File: src/rtl/decoder_scan.sv
// decoder_scan: registered one-hot decoder with direct and
// round-robin scan modes for display row/digit multiplexing.
//
// Ports:
//   clk   - rising-edge clock
//   rst_n - async active-low reset
//   en    - enable; when low y is inactive and scan state freezes
//   mode  - 0 = decode sel, 1 = auto scan
//   sel   - direct-mode select [SEL_W]
//   y     - registered one-hot (one-cold if OUT_ACTIVE_LOW) [N_OUT]
//   idx   - registered active index [SEL_W]
//   step  - one-cycle strobe on each scan advance
//   err   - direct-mode sel >= N_OUT
module decoder_scan #(
  parameter int SEL_W          = 3,
  parameter int N_OUT          = 8,
  parameter int DIV            = 4,
  parameter bit OUT_ACTIVE_LOW = 1'b0
) (
  input  logic             clk,
  input  logic             rst_n,
  input  logic             en,
  input  logic             mode,
  input  logic [SEL_W-1:0] sel,
  output logic [N_OUT-1:0] y,
  output logic [SEL_W-1:0] idx,
  output logic             step,
  output logic             err
);

  localparam int CW = (DIV > 1) ? $clog2(DIV) : 1;

  localparam logic [N_OUT-1:0] IDLE =
    {N_OUT{OUT_ACTIVE_LOW}};
  localparam logic [SEL_W-1:0] LAST =
    SEL_W'(N_OUT - 1);
  localparam logic [CW-1:0] CMAX = CW'(DIV - 1);
  localparam logic [SEL_W:0] LIM  = (SEL_W + 1)'(N_OUT);

  // XOR with the idle level turns one-hot into one-cold
  function automatic logic [N_OUT-1:0] onehot(
    input logic [SEL_W-1:0] k
  );
    onehot = (N_OUT'(1) << k) ^ IDLE;
  endfunction

  logic [CW-1:0]    cnt;
  logic [CW-1:0]    cnt_d;
  logic [N_OUT-1:0] y_d;
  logic [SEL_W-1:0] idx_d;
  logic             step_d;
  logic             err_d;
  logic             in_rng;
  logic             wrap;
  logic [SEL_W-1:0] nxt;

  assign in_rng = {1'b0, sel} < LIM;
  assign wrap   = cnt == CMAX;
  // wrap at N_OUT-1 so idx never reaches an unused code
  assign nxt    = (idx == LAST) ? '0
                                : idx + SEL_W'(1);

  always_comb begin
    cnt_d  = cnt;
    idx_d  = idx;
    y_d    = IDLE;
    step_d = 1'b0;
    err_d  = 1'b0;
    unique case (1'b1)
      !mode && en && in_rng: begin
        cnt_d = '0;
        y_d   = onehot(sel);
        idx_d = sel;
      end
      !mode && en && !in_rng: begin
        cnt_d = '0;
        err_d = 1'b1;
      end
      !mode && !en: begin
        cnt_d = '0;
      end
      mode && en && wrap: begin
        cnt_d  = '0;
        idx_d  = nxt;
        y_d    = onehot(nxt);
        step_d = 1'b1;
      end
      mode && en && !wrap: begin
        cnt_d = cnt + CW'(1);
        y_d   = onehot(idx);
      end
      mode && !en: begin
        cnt_d = cnt;
      end
      default: begin
        cnt_d = cnt;
      end
    endcase
  end

  always_ff @(posedge clk or negedge rst_n) begin
    if (!rst_n) begin
      cnt  <= '0;
      idx  <= '0;
      y    <= IDLE;
      step <= 1'b0;
      err  <= 1'b0;
    end else begin
      cnt  <= cnt_d;
      idx  <= idx_d;
      y    <= y_d;
      step <= step_d;
      err  <= err_d;
    end
  end

endmodule

File: config.mk
export PLATFORM = sky130hd
export DESIGN_NAME = decoder_scan
export DESIGN_NICKNAME = d
export VERILOG_FILES = /design/src/rtl/decoder_scan.sv
export SDC_FILE = /design/constraint.sdc
export NUM_CORES = 1
export LEC_CHECK = 0
export CORE_MARGIN = 5
export CORE_UTILIZATION = 45
export DETAILED_ROUTE_END_ITERATION = 12
export GPL_TIMING_DRIVEN = 0
export PLACE_DENSITY = 0.76
export SLEW_MARGIN = 20
export SYNTH_ARGS = -nofsm -noshare
export SYNTH_HDL_FRONTEND = slang
export SYNTH_SLANG_ARGS = --single-unit
File: constraint.sdc
create_clock -name clk -period 2.3 [get_ports clk]
set_input_delay 0.575 -clock clk [delete_from_list [all_inputs] [get_ports clk]]
set_output_delay 0.575 -clock clk [all_outputs]
set_load 0.05 [all_outputs]
==> metrics.txt <==
worst-path maximum fanout 6; largest area contributor in the netlist dfrtp_1; Final HPWL DP 982 microns; crit start category flip-flop; Post-layout nets 96; Pre-antenna DRT Iters 4; Sw Ratio 33.4%; average size of a mapped cell 10.6 sq um; average via count per standard cell 5.40; instance count along the most critical hold path 2; Max stage delay cell, worst path clkdlybuf4s50_1; die boundary width 49.1 microns; final cell count without fillers 100; final clock period utilization by the worst path 92.8%; Unique masters post-synth 29; R2R depth 5; total net switching power 0.000194 W; top post-synthesis cells by area dfrtp_1 (51%), nor3_1 (5.8%), ha_1 (5.5%); routability congestion estimate from global placement 0.812; number of vias in the routed layout 540; global-route wire length before repair 2320 microns; clock tree from TritonCTS built; power density relative to cell area 651 nW/um^2; worst min-delay path startpoint cnt[1]; mapped cell area 688 sq um; worst-case clock skew 0.00663 ns; number of input and output port buffers inserted 16; initial standard-cell utilization of the core 46.8%; crit path DAT 1.56 ns; synthesized instance count 65; Worst EP required 1.73 ns; buffers inserted during post-CTS setup optimization 0; number of placed cells counting well taps 97; Crit. Startpoint idx[0]; full die area 2410 sq um; worst-margin pin slew 0.605 ns; Final Slew Violations 0; proportion of synthesized chip area in sequential cells 50.9%; quantity of gates resized following cts 0; Critical Path, Cell by Cell clkdlybuf4s50_1; final setup vio count 0; number of antenna violations at the first check in global routing 0; part of the total power dissipated in the clock network 23.6%; clk root buf clkbuf_4; Clock Path Buffers 2; average wire per cell in the routed design 12.8 microns; Detailed Route WL 1280 microns; type of the tightest min-delay check flip-flop to flip-flop; Std-Cell Rows 14; category of cells accounting for the largest share of critical-path delay buffers and inverters; VDD IR max 0.348 mV; number of synthesized register bits 14; RSZ-0062 raised after global routing no; outcome complete, no violations; clock transition at the registers of the reported paths 0.08 ns; detailed router's first-iteration violation count 15; most instantiated cells after synthesis dfrtp_1 (14), nor3_1 (8), inv_1 (4); final-layout setup total negative slack 0 ns; core footprint 1470 sq um; number of stages on the worst setup path 1; latest clock arrival within the worst-skew pair 0.28 ns; WHS 0.559 ns; Fmax 0.469 GHz; synthesized netlist net count 75; reported leakage power 0.398 nW; fraction of layout instances using a drive strength above 1 10.7%; vertical die dimension 49.1 microns; number of global-route vias before repair 533; delay of the slowest critical-path stage 0.84 ns; overall global routing resource usage 12.2%; Comb pwr share 29.1%; number of antenna-violating nets in the routed design 0; Area growth syn-to-layout 29.5%; FILL cells 134; sequential fraction of design power 47.3%; number of synthesized flops with an enable pin 0; total of warnings raised by yosys 0; category of the worst setup path capture point output pin; CTS H-tree depth 1; Clock Sink Count 14; total inserted antenna cells 0; design internal power 0.000386 W; reg2reg start idx[0]; Num CTS Buffers 3; pin count of the biggest net entering global routing 15; post-synthesis async set-or-reset flop share 100%; total overflow reported by the global router 0; time the worst path needs with I/O delays and setup 2.13 ns; buffers plus inverters on the worst setup path 1; hold buffer count at cts 0; proportion of netlist area held by the largest area contributor 50.9%; Slew HR 59.6%; top_reg_cell synth dfrtp_1; Residual DRC 0; most common cell in the netlist dfrtp_1; reported max-cap violation count 0; number of I/O pins 20; type of the worst setup path flip-flop to output pin; endpoints failing hold 0
==> cells in the final DEF, fill, tap and decap left out, drive strengths merged, types with 2 or more instances in the layout <==
master         count
clkdlybuf4s50     16
dfrtp             14
nor3               8
buf                5
inv                4
clkbuf             4
mux2i              3
a21oi              3
ha                 3
nand2b             2
a31oi              2
o22ai              2
a2bb2oi            2
nor2               2
==> state kept, by name, indices dropped and copies added, names as in the netlist <==
| signal | count |
|---|---|
| step | 1 |
| cnt | 2 |
| y | 8 |
| idx | 3 |
==> area by class of cell <==
| class | instances | area [sq um] | area share, % |
|---|---|---|---|
| clock buffer | 3 | 22.5 | 2.53 |
| sequential | 14 | 350 | 39.3 |
| multi-input combinational | 41 | 285 | 32.0 |
| buffer | 6 | 37.5 | 4.21 |
| inverter | 4 | 15.0 | 1.69 |
| timing repair buffer | 16 | 160 | 18.0 |
| tap | 16 | 20.0 | 2.25 |
==> layer usage <==
layer | wire length, microns | global-route usage (%) | vias up
li1 | - | - | 277
met1 | 606 | 16.6 | 240
met2 | 538 | 17.6 | 18
met3 | 105 | 3.67 | 5
met4 | 28 | 5.38 | 0
met5 | 0 | 0 | -
==> final timing paths <==
| path | endpoint | slack [ns] |
|---|---|---|
| setup / recovery | idx[0] | 0.17 |
| hold / removal | cnt[1] | 0.56 |
| setup reg to reg | y[4] | 0.45 |
| hold reg to reg | cnt[1] | 0.56 |
| max in group asynchronous | y[5] | 1.23 |
| min in group asynchronous | cnt[0] | 0.67 |
==> metrics by stage <==
| stage | worst slack (ns) | total power [W] | cell area [sq um] | util (%) |
|---|---|---|---|---|
| finish | 0.167 | 0.000580 | 891 | 60.5 |
| global route | 0.115 | 0.000613 | 891 | 60.5 |
| CTS | 0.166 | 0.000581 | 891 | 60.5 |
| detailed placement | 0.472 | 0.000448 | 868 | 59.0 |
| global placement | 0.474 | 0.000446 | 868 | 59.0 |
| floorplan | 0.337 | 0.000395 | 688 | - |
==> kinds of logic (layout without fill, tap and decap cells) <==
group / after synthesis / in the layout / synth area share, %
AND/OR/NAND/NOR: 17 / 17 / 13.3
AO/OA/AOI/OAI: 17 / 17 / 17.8
flip-flops: 14 / 14 / 50.9
multiplexers: 3 / 3 / 4.36
other: 1 / 1 / 0.545
buffers and inverters: 10 / 29 / 7.63
adder cells (fa/ha/maj): 3 / 3 / 5.46
==> power groups by stage <==
stage	Clock (W)	Combinational [W]	Sequential, W
floorplan	0	0.0000680	0.000327
global placement	0	0.000167	0.000279
detailed placement	0	0.000169	0.000279
CTS	0.000137	0.000169	0.000275
global route	0.000153	0.000183	0.000278
finish	0.000137	0.000169	0.000274
(Power assumes the default switching activity.)
